File: config.mk
export PLATFORM = sky130hd
export DESIGN_NAME = trigger_event_capture
export DESIGN_NICKNAME = d
export VERILOG_FILES = /design/src/rtl/trigger_event_capture.sv
export SDC_FILE = /design/constraint.sdc
export NUM_CORES = 1
export LEC_CHECK = 0
export CORE_UTILIZATION = 40
export DETAILED_ROUTE_END_ITERATION = 10
export PLACE_DENSITY = 0.67
export SYNTH_ARGS = -nofsm -noshare
export SYNTH_HDL_FRONTEND = slang
export SYNTH_SLANG_ARGS = --single-unit
File: constraint.sdc
create_clock -name clk -period 8.3 [get_ports clk]
set_clock_uncertainty 0.2 [all_clocks]
set_input_delay 1.66 -clock clk [delete_from_list [all_inputs] [get_ports clk]]
set_output_delay 1.66 -clock clk [all_outputs]
set_load 0.02 [all_outputs]
File: src/rtl/trigger_event_capture.sv
// Trigger event capture: timestamps each rising edge of trigger_in, tracks the signed
// peak sample over a latched window and queues {timestamp, peak} in a FWFT FIFO.
module trigger_event_capture #(
  parameter int width    = 12,
  parameter int ts_width = 32,
  parameter int depth    = 16
) (
  input  logic                       clk,
  input  logic                       reset,
  input  logic                       trigger_in,
  input  logic signed [width-1:0]    data_in,
  input  logic [15:0]                peak_window,
  output logic                       ev_valid,
  input  logic                       ev_ready,
  output logic [ts_width-1:0]        ev_timestamp,
  output logic [width-1:0]           ev_peak,
  output logic [$clog2(depth):0]     fifo_level,
  output logic [15:0]                overflow_count,
  output logic                       busy
);

  localparam int aw = $clog2(depth);
  localparam int lw = aw + 1;
  localparam int dw = ts_width + width;

  typedef enum logic [1:0] {
    IDLE,
    MEASURE,
    PUSH
  } state_t;

  state_t state, state_nxt;

  logic [ts_width-1:0]     ts_cnt;
  logic [ts_width-1:0]     ts_reg;
  logic signed [width-1:0] peak_reg;
  logic [15:0]             cnt;
  logic                    trig_prev;
  logic                    trig_edge;

  logic [dw-1:0]           mem [depth];
  logic [aw-1:0]           wr_ptr;
  logic [aw-1:0]           rd_ptr;
  logic [aw-1:0]           rd_nxt;
  logic [dw-1:0]           wdata;
  logic                    full;
  logic                    push;
  logic                    drop;
  logic                    pop;

  assign trig_edge = trigger_in & ~trig_prev;
  assign busy      = (state != IDLE);

  assign full      = (fifo_level == lw'(depth));
  assign push      = (state == PUSH) && !full;
  assign drop      = (state == PUSH) && full;
  assign ev_valid  = (fifo_level != '0);
  assign pop       = ev_valid & ev_ready;
  assign wdata     = {ts_reg, peak_reg};
  assign rd_nxt    = rd_ptr + 1'b1;

  // Free-running timestamp and edge history; trig_prev resets high so a
  // trigger already asserted at reset release is not taken as an edge.
  always_ff @(posedge clk or posedge reset) begin
    if (reset) begin
      ts_cnt    <= '0;
      trig_prev <= 1'b1;
    end else begin
      ts_cnt    <= ts_cnt + 1'b1;
      trig_prev <= trigger_in;
    end
  end

  always_ff @(posedge clk or posedge reset) begin
    if (reset) begin
      state <= IDLE;
    end else begin
      state <= state_nxt;
    end
  end

  always_comb begin
    state_nxt = state;
    unique case (state)
      IDLE: begin
        if (trig_edge) begin
          state_nxt = (peak_window == '0) ? PUSH : MEASURE;
        end
      end
      MEASURE: begin
        if (cnt == 16'd1) begin
          state_nxt = PUSH;
        end
      end
      PUSH:    state_nxt = IDLE;
      default: state_nxt = IDLE;
    endcase
  end

  // Window length is latched into cnt at the edge; peak_window is not looked at again.
  always_ff @(posedge clk or posedge reset) begin
    if (reset) begin
      ts_reg   <= '0;
      peak_reg <= '0;
      cnt      <= '0;
    end else begin
      if (state == IDLE && trig_edge) begin
        ts_reg   <= ts_cnt;
        peak_reg <= data_in;
        cnt      <= peak_window;
      end else if (state == MEASURE) begin
        if (data_in > peak_reg) begin
          peak_reg <= data_in;
        end
        cnt <= cnt - 1'b1;
      end
    end
  end

  always_ff @(posedge clk) begin
    if (push) begin
      mem[wr_ptr] <= wdata;
    end
  end

  always_ff @(posedge clk or posedge reset) begin
    if (reset) begin
      wr_ptr         <= '0;
      rd_ptr         <= '0;
      fifo_level     <= '0;
      overflow_count <= '0;
    end else begin
      if (push) begin
        wr_ptr <= wr_ptr + 1'b1;
      end
      if (pop) begin
        rd_ptr <= rd_nxt;
      end
      unique case ({push, pop})
        2'b10:   fifo_level <= fifo_level + 1'b1;
        2'b01:   fifo_level <= fifo_level - 1'b1;
        default: fifo_level <= fifo_level;
      endcase
      if (drop && overflow_count != '1) begin
        overflow_count <= overflow_count + 1'b1;
      end
    end
  end

  // Registered head: a write into an empty (or emptying) FIFO bypasses memory,
  // otherwise a pop loads the next stored entry.
  always_ff @(posedge clk or posedge reset) begin
    if (reset) begin
      ev_timestamp <= '0;
      ev_peak      <= '0;
    end else begin
      if (push && (fifo_level == '0 || (fifo_level == lw'(1) && pop))) begin
        {ev_timestamp, ev_peak} <= wdata;
      end else if (pop && fifo_level > lw'(1)) begin
        {ev_timestamp, ev_peak} <= mem[rd_nxt];
      end
    end
  end

endmodule

==> results of run 1 <==
## cell families (layout without fill, tap and decap cells)
group | after synthesis | after routing | share of synthesized area
DFF | 872 | 872 | 0.741
muxes | 236 | 236 | 0.134
buffers and inverters | 121 | 321 | 0.0143
adders and majority gates | 26 | 26 | 0.00951
xor gates and xnor gates | 58 | 58 | 0.0148
and+or+nand+nor | 419 | 419 | 0.0553
AOI/OAI and AO/OA | 137 | 137 | 0.0312
## power by group through the flow
stage	logic, W	clock network, W	registers [W]
floorplan	0.00268	0	0.00560
global placement	0.00384	0	0.00569
detailed placement	0.00390	0	0.00572
CTS	0.00392	0.00392	0.00563
global route	0.00417	0.00409	0.00567
finish	0.00388	0.00387	0.00562
## synthesized netlist by cell type, drive strengths merged (31+ instances only)
library cell,instances
edfxtp,704
nand2,223
mux4,176
dfrtp,167
nor2,83
clkbuf,58
mux2i,45
o22ai,45
a32o,44
xnor2,37
inv,32
buf,31
## worst min path at each step
stage                                          endpoint  cells past startpoint                     startpoint  slack, ns
after floorplan                    ts_cnt[31]$_DFF_PP0_                      1           ts_cnt[31]$_DFF_PP0_       0.24
after global placement             ts_cnt[31]$_DFF_PP0_                      1           ts_cnt[31]$_DFF_PP0_       0.26
after detailed placement           ts_cnt[31]$_DFF_PP0_                      1           ts_cnt[31]$_DFF_PP0_       0.29
after CTS                          ts_cnt[31]$_DFF_PP0_                      1           ts_cnt[31]$_DFF_PP0_       0.30
after global routing      overflow_count[6]$_DFFE_PP0P_                      1  overflow_count[6]$_DFFE_PP0P_       0.31
final                              ts_cnt[31]$_DFF_PP0_                      1           ts_cnt[31]$_DFF_PP0_       0.29
## layout make-up
cell class | count | area, sq um | area share
multi-input cells | 876 | 8540 | 0.216
clock buffers | 114 | 2360 | 0.0597
well taps | 1134 | 1420 | 0.0359
repair buffers | 131 | 1250 | 0.0317
inverters | 32 | 128 | 0.00323
flip-flops and latches | 872 | 25300 | 0.642
clock inverters | 44 | 463 | 0.0117
## stage by stage
stage	instances	hold WS [ns]	power [W]	worst slack (ns)	utilization
detailed placement	3045	0.286	0.00962	3.42	0.436
floorplan	1869	0.241	0.00828	1.84	-
finish	3203	0.294	0.0134	3.82	0.470
global route	3203	0.314	0.0139	3.73	0.470
global placement	3045	0.256	0.00952	3.48	0.436
CTS	3203	0.298	0.0135	3.77	0.470
## routing by layer
layer	wire length (um)	global-route usage	up-vias
met5	0	0	-
met1	33300	0.250	9420
met2	38200	0.302	623
met3	4760	0.0274	103
met4	1410	0.0479	0
li1	-	-	7655
==> results.sh, run 1 <==
export IMPL_path_depth=4
export IMPL_cts_tree="built"
export IMPL_critPathCaptureType="output port"
export IMPL_grt_setup_unrepaired="false"
export IMPL_gp_congestion=0.792
export IMPL_hold_class="register to register"
export IMPL_cts_path_max_buffers=3
export IMPL_hold_viol=0
export IMPL_vias_per_cell=5.56
export IMPL_layout_min_cycle_time_ns=4.48
export IMPL_rr_startpoint="fifo_level[0]$_DFFE_PP0P_"
export IMPL_die_area_sq_um=86700
export IMPL_h_tree_depth=3
export IMPL_switching_share=0.316
export IMPL_crit_fanout=7
export IMPL_p_clk_frac=0.289
export IMPL_tightest_slew_ns=1.19
export IMPL_synthArstFlopShare=0.193
export IMPL_grt_pass1_vias=18800
export IMPL_cp_startpoint="fifo_level[1]$_DFFE_PP0P_"
export IMPL_seq_area_frac_synth=0.741
export IMPL_clk_pin_slew_ns=0.06
export IMPL_mostFrequentLayoutCells="edfxtp_1, nand2_1, mux4_2"
export IMPL_vias=17801
export IMPL_synth_fp_nets=1927
export IMPL_io_pin_count=99
export IMPL_p_int_w=0.00914
export IMPL_cpPeakStageDelay_ns=0.57
export IMPL_worstPathCellList="inv_1 > ha_1 > or4b_1 > clkdlybuf4s50_1"
export IMPL_r2r_setup_slack_ns=4.20
export IMPL_power_frac_comb=0.290
export IMPL_synth_area_sq_um=34200
export IMPL_timing_rr_end="mem[11][35]$_DFFE_PP_"
export IMPL_cts_sinks=872
export IMPL_period_share=0.540
export IMPL_maxCapViolCount=0
export IMPL_ys_ff_latch=872
export IMPL_grtUsageTotal=0.182
export IMPL_fillers=7015
export IMPL_antenna_left=0
export IMPL_die_x_um=294
export IMPL_required_ns=6.44
export IMPL_drc_errors=0
export IMPL_largest_register_ffs=704
export IMPL_final_common_cell="edfxtp_1"
export IMPL_postCtsResizedCells=0
export IMPL_grt_max_degree=149
export IMPL_relSlewSlack=0.202
export IMPL_maxSlewViolCount=0
export IMPL_p_seq_frac=0.421
export IMPL_initial_utilization=0.407
export IMPL_io_buffers=98
export IMPL_synthDistinctLibCells=53
export IMPL_setup_viol=0
export IMPL_fp_dieH_um=294
export IMPL_final_area_sq_um=39500
export IMPL_cp_slowest_cell="clkdlybuf4s50_1"
export IMPL_status="complete, no violations"
export IMPL_fmax_mhz=223
export IMPL_clk_latency_ns=0.64
export IMPL_drive_above_1_share=0.185
export IMPL_diodes=0
export IMPL_peakVddDrop_mv=0.417
export IMPL_synth_top_area_frac=0.618
export IMPL_crit_family="buffers and inverters"
export IMPL_synth_area_leaders="edfxtp_1, dfrtp_1, mux4_2, nand2_1, mux2i_1"
export IMPL_synth_edf_count=704
export IMPL_setup_tns_final_ns=0
export IMPL_top_register="mem"
export IMPL_post_cts_buffers=0
export IMPL_drt_initial_drc_count=1560
export IMPL_syn_area_per_cell_sq_um=18.3
export IMPL_place_area_sq_um=36700
export IMPL_arrival_ns=2.62
export IMPL_synth_top_cell_by_area="edfxtp_1"
export IMPL_start_kind="register"
export IMPL_rr_worst_depth=8
export IMPL_worstSetupEndpoint="ev_valid"
export IMPL_wl_per_cell_um=24.3
export IMPL_area_growth_syn_to_layout_pct=15.5
export IMPL_nets=2057
export IMPL_place_hpwl_mm=39.8
export IMPL_wl_mm=77.7
export IMPL_antenna_found_initial=0
export IMPL_hold_buffers=0
export IMPL_drt_pass1_iter_count=5
export IMPL_synth_warning_count=0
export IMPL_cellLeakagePower_nw=13.0
export IMPL_power_per_cell_area_nw_per_um2=338
export IMPL_grt_pass1_wl_mm=117
export IMPL_core_area_sq_um=84100
export IMPL_yosys_most_used_dff="edfxtp_1"
export IMPL_grt_overflow_total=0
export IMPL_syn_inst=1869
export IMPL_switchingPower_w=0.00422
export IMPL_path_class="register to output port"
export IMPL_path_buf_inv=2
export IMPL_rows=106
export IMPL_root_buffer="clkbuf_16"
export IMPL_cts_buffers_inserted=86
(Power assumes the default switching activity.)
==> inputs of run 2 (changes only) <==
- clock period: 8.3 -> 4.3 ns (I/O delays scaled with it)
==> results.sh, run 2 (synthesis results as in run 1) <==
export IMPL_postCtsResizedCells=0
export IMPL_switchingPower_w=0.00840
export IMPL_hold_viol=0
export IMPL_die_x_um=294
export IMPL_grt_max_degree=104
export IMPL_mostFrequentLayoutCells="edfxtp_1, nand2_1, mux4_2"
export IMPL_cts_path_max_buffers=3
export IMPL_grt_pass1_vias=18809
export IMPL_layout_min_cycle_time_ns=3.71
export IMPL_fmax_mhz=270
export IMPL_post_cts_buffers=0
export IMPL_ff_latch_area_sq_um=25300
export IMPL_crit_fanout=8
export IMPL_top_register="mem"
export IMPL_root_buffer="clkbuf_16"
export IMPL_h_tree_depth=3
export IMPL_io_pin_count=99
export IMPL_p_seq_frac=0.406
export IMPL_place_hpwl_mm=43.1
export IMPL_setup_ws_ns=0.595
export IMPL_setup_tns_final_ns=0
export IMPL_period_share=0.862
export IMPL_tightest_slew_ns=1.01
export IMPL_diodes=0
export IMPL_rows=106
export IMPL_drive_above_1_share=0.198
export IMPL_critPathCaptureType="output port"
export IMPL_wl_mm=76.4
export IMPL_required_ns=3.24
export IMPL_pre_cts_ws_ns=0.655
export IMPL_hold_class="register to register"
export IMPL_grt_overflow_total=0
export IMPL_grtUsageTotal=0.180
export IMPL_cellLeakagePower_nw=13.7
export IMPL_cts_buffers_inserted=91
export IMPL_fillers=6968
export IMPL_gr_usage_met1=0.247
export IMPL_relSlewSlack=0.325
export IMPL_switching_share=0.315
export IMPL_hold_buffers=0
export IMPL_gp_congestion=0.823
export IMPL_setup_viol=0
export IMPL_antenna_left=0
export IMPL_maxCapViolCount=0
export IMPL_grt_pass1_wl_mm=117
export IMPL_peakVddDrop_mv=0.433
export IMPL_grtUsageMet3=0.0349
export IMPL_area_growth_syn_to_layout_pct=16.9
export IMPL_maxSlewViolCount=0
export IMPL_initial_utilization=0.407
export IMPL_grt_setup_unrepaired="false"
export IMPL_busiest_layer="met2"
export IMPL_power_frac_comb=0.294
export IMPL_p_clk_frac=0.301
export IMPL_power_per_cell_area_nw_per_um2=666
export IMPL_start_kind="register"
export IMPL_drc_errors=0
export IMPL_antenna_found_initial=0
export IMPL_drt_pass1_iter_count=5
export IMPL_io_buffers=98
export IMPL_nets=2080
export IMPL_die_area_sq_um=86700
export IMPL_fp_dieH_um=294
export IMPL_vias_per_cell=5.52
export IMPL_p_int_w=0.0182
export IMPL_final_common_cell="edfxtp_1"
export IMPL_largest_register_ffs=704
export IMPL_cts_tree="built"
export IMPL_path_class="register to output port"
export IMPL_arrival_ns=2.65
export IMPL_status="complete, no violations"
export IMPL_utilization=0.476
export IMPL_wl_per_cell_um=23.6
export IMPL_whs_ns=0.278
export IMPL_clk_pin_slew_ns=0.06
export IMPL_multi_input_area_sq_um=8570
export IMPL_vias=17860
export IMPL_cts_sinks=872
export IMPL_drt_initial_drc_count=1832
export IMPL_clk_latency_ns=0.65
export IMPL_gr_usage_met2=0.293
export IMPL_core_area_sq_um=84100
==> run 2: worst paths after layout <==
kind	from	to	slack [ns]	depth (start not counted)
max	fifo_level[0]$_DFFE_PP0P_	ev_valid	0.59	4
max reg2reg	fifo_level[0]$_DFFE_PP0P_	mem[8][19]$_DFFE_PP_	0.78	8
min in group asynchronous	reset	fifo_level[3]$_DFFE_PP0P_	0.65	3
min	ts_cnt[31]$_DFF_PP0_	ts_cnt[31]$_DFF_PP0_	0.28	1
max in group asynchronous	reset	ev_timestamp[19]$_DFFE_PP0P_	2.41	3
min reg2reg	ts_cnt[31]$_DFF_PP0_	ts_cnt[31]$_DFF_PP0_	0.28	1
==> run 2: final cells by class <==
cell class | instances | share of cell area
flip-flops and latches | 872 | 0.634
multi-input cells | 876 | 0.214
clock buffers | 120 | 0.0612
repair buffers | 149 | 0.0363
well taps | 1134 | 0.0355
clock inverters | 50 | 0.0161
inverters | 32 | 0.00310
==> run 2: layer usage <==
metal | routed length (um) | part of all wire | vias to the layer above
li1 | - | - | 7726
met1 | 32100 | 0.42 | 9424
met2 | 37500 | 0.49 | 601
met3 | 5410 | 0.071 | 109
met4 | 1460 | 0.019 | 0
met5 | 0 | 0 | -
==> run 2: stage by stage <==
step                cells  total power, W  instance area, sq um
CTS                  3233          0.0269                 40000
global placement     3063          0.0187                 36900
floorplan            1869          0.0161                 34200
global route         3233          0.0278                 40000
detailed placement   3063          0.0189                 36900
finish               3233          0.0266                 40000
==> run 2: worst max-delay path, stage by stage, from the launching register on <==
cell and delay, ns:
dfrtp_1 0.48, inv_1 0.12, ha_1 0.28, or4b_1 0.51, clkdlybuf4s50_1 0.63
==> run 2: power by group through the flow <==
stage	logic (W)	registers (W)	clock network (W)
6_report	0.00783	0.0108	0.00801
5_1_grt	0.00842	0.0109	0.00847
4_1_cts	0.00794	0.0108	0.00816
3_5_place_dp	0.00791	0.0110	0
3_3_place_gp	0.00783	0.0109	0
2_1_floorplan	0.00528	0.0108	0
==> inputs of run 3 (changes only) <==
- DONT_BUFFER_PORTS: default -> 1
- PLACE_DENSITY: 0.67 -> 0.65
==> results.sh, run 3 (synthesis results as in run 1) <==
export IMPL_crit_fanout=18
export IMPL_setup_viol=0
export IMPL_clk_latency_ns=0.63
export IMPL_pre_cts_ws_ns=0.783
export IMPL_power_frac_comb=0.270
export IMPL_place_area_sq_um=36000
export IMPL_grtUsageMet3=0.0379
export IMPL_start_kind="register"
export IMPL_rows=106
export IMPL_hold_class="input port to async pin"
export IMPL_die_area_sq_um=86700
export IMPL_gp_congestion=0.789
export IMPL_relSlewSlack=0.222
export IMPL_diodes=0
export IMPL_wl_mm=71.7
export IMPL_worstPathCellList="inv_1 > ha_1 > nand4bb_4 > and2_1 > inv_1 > nor3b_1 > and2_2 > buf_12"
export IMPL_largest_register_ffs=704
export IMPL_layout_min_cycle_time_ns=3.53
export IMPL_gr_usage_met2=0.268
export IMPL_top_register="mem"
export IMPL_p_seq_frac=0.428
export IMPL_required_ns=4.42
export IMPL_hold_viol=0
export IMPL_io_pin_count=99
export IMPL_busiest_layer="met2"
export IMPL_grt_pass1_vias=18235
export IMPL_vias_per_cell=5.54
export IMPL_vias=17280
export IMPL_drc_errors=0
export IMPL_mostFrequentLayoutCells="edfxtp_1, nand2_1, mux4_2"
export IMPL_initial_utilization=0.407
export IMPL_peakVddDrop_mv=0.604
export IMPL_fp_dieH_um=294
export IMPL_maxCapViolCount=0
export IMPL_clk_pin_slew_ns=0.06
export IMPL_critPathCaptureType="register"
export IMPL_antenna_found_initial=1
export IMPL_cellLeakagePower_nw=13.2
export IMPL_setup_tns_final_ns=0
export IMPL_cts_sinks=872
export IMPL_crit_family="simple AND/OR/NAND/NOR gates"
export IMPL_final_common_cell="edfxtp_1"
export IMPL_wl_per_cell_um=23.0
export IMPL_whs_ns=0.0988
export IMPL_fmax_mhz=283
export IMPL_grt_pass1_wl_mm=111
export IMPL_area_growth_syn_to_layout_pct=14.0
export IMPL_h_tree_depth=3
export IMPL_grt_setup_unrepaired="false"
export IMPL_utilization=0.464
export IMPL_maxSlewViolCount=0
export IMPL_power_per_cell_area_nw_per_um2=663
export IMPL_switching_share=0.312
export IMPL_cpMostUsedCell="inv_1"
export IMPL_grt_overflow_total=0
export IMPL_cts_buffers_inserted=87
export IMPL_status="complete, no violations"
export IMPL_cpPeakStageDelay_ns=0.59
export IMPL_root_buffer="clkbuf_16"
export IMPL_gr_usage_met1=0.234
export IMPL_die_x_um=294
export IMPL_switchingPower_w=0.00807
export IMPL_cts_tree="built"
export IMPL_arrival_ns=3.65
export IMPL_grtUsageTotal=0.169
export IMPL_drive_above_1_share=0.203
export IMPL_p_int_w=0.0178
export IMPL_tightest_slew_ns=1.16
export IMPL_core_area_sq_um=84100
export IMPL_setup_ws_ns=0.768
export IMPL_drt_initial_drc_count=1326
export IMPL_drt_pass1_iter_count=9
export IMPL_path_class="register to register"
export IMPL_final_area_sq_um=39000
export IMPL_place_hpwl_mm=40.7
export IMPL_cts_path_max_buffers=3
export IMPL_path_buf_inv=3
export IMPL_io_buffers=0
export IMPL_p_clk_frac=0.302
export IMPL_grt_max_degree=97
export IMPL_cp_slowest_cell="dfrtp_1"
export IMPL_nets=1970
export IMPL_antenna_left=0
export IMPL_period_share=0.821
## run 3: cell count changes in the layout (fill, tap and decap cells not counted), sizes merged
cell | previous run | this run
clkbuf | 120 | 118
clkinv | 30 | 26
bufinv | 12 | 11
buf | 51 | 42
dlygate4sd3 | 0 | 1
clkdlybuf4s50 | 98 | 0
## run 3: layout make-up
cell class | count | area, sq um
Fill cell | 7045 | 45100
Inverter | 32 | 124
Clock inverter | 45 | 542
Multi-Input combinational cell | 876 | 8570
Sequential cell | 872 | 25300
Tap cell | 1134 | 1420
Clock buffer | 118 | 2450
Timing Repair Buffer | 43 | 551
## run 3: power by group through the flow
stage | Combinational, W | Clock, W | Sequential (W)
2_1_floorplan | 0.00528 | 0 | 0.0108
3_3_place_gp | 0.00700 | 0 | 0.0112
3_5_place_dp | 0.00710 | 0 | 0.0113
4_1_cts | 0.00712 | 0.00795 | 0.0111
5_1_grt | 0.00759 | 0.00826 | 0.0112
6_report | 0.00698 | 0.00781 | 0.0111
## run 3: worst paths after layout
kind	cells past startpoint	to	from	slack (ns)
worst max-delay path	8	mem[9][13]$_DFFE_PP_	fifo_level[0]$_DFFE_PP0P_	0.77
worst min-delay path	1	rd_ptr[3]$_DFFE_PP0N_	reset	0.1
worst max register to register	8	mem[9][13]$_DFFE_PP_	fifo_level[0]$_DFFE_PP0P_	0.77
worst min register to register	1	ts_cnt[31]$_DFF_PP0_	ts_cnt[31]$_DFF_PP0_	0.28
max in group asynchronous	2	ev_peak[0]$_DFFE_PP0P_	reset	2.80
min in group clk	1	cnt[11]$_DFFE_PP0P_	peak_window[11]	0.15
## run 3: repair_timing
item	4_1_cts	5_1_grt
hold buffers	1	0
buffers inserted	0	0
endpoints found under the setup margin	0	0
gates resized for setup	0	0
endpoints found under the hold margin	1	0
## run 3: metal layers
metal | up-vias | routed length (um)
met1 | 9138 | 31200
met5 | - | 0
li1 | 7490 | -
met3 | 126 | 4870
met2 | 526 | 33800
met4 | 0 | 1850
## run 3: stage by stage
stage / std cells / power (W)
4_1_cts: 3120 / 0.0261
3_3_place_gp: 2956 / 0.0182
6_report: 3120 / 0.0258
2_1_floorplan: 1869 / 0.0161
3_5_place_dp: 2956 / 0.0184
5_1_grt: 3120 / 0.0270
## run 3: worst reg2reg max path, delay by kind of cell, from the launching register on
kind	cells	cell delay, ns
buffers and inverters	3	0.69
AND/OR/NAND/NOR	4	1.45
adder cells (fa/ha/maj)	1	0.31
flip-flops	1	0.59
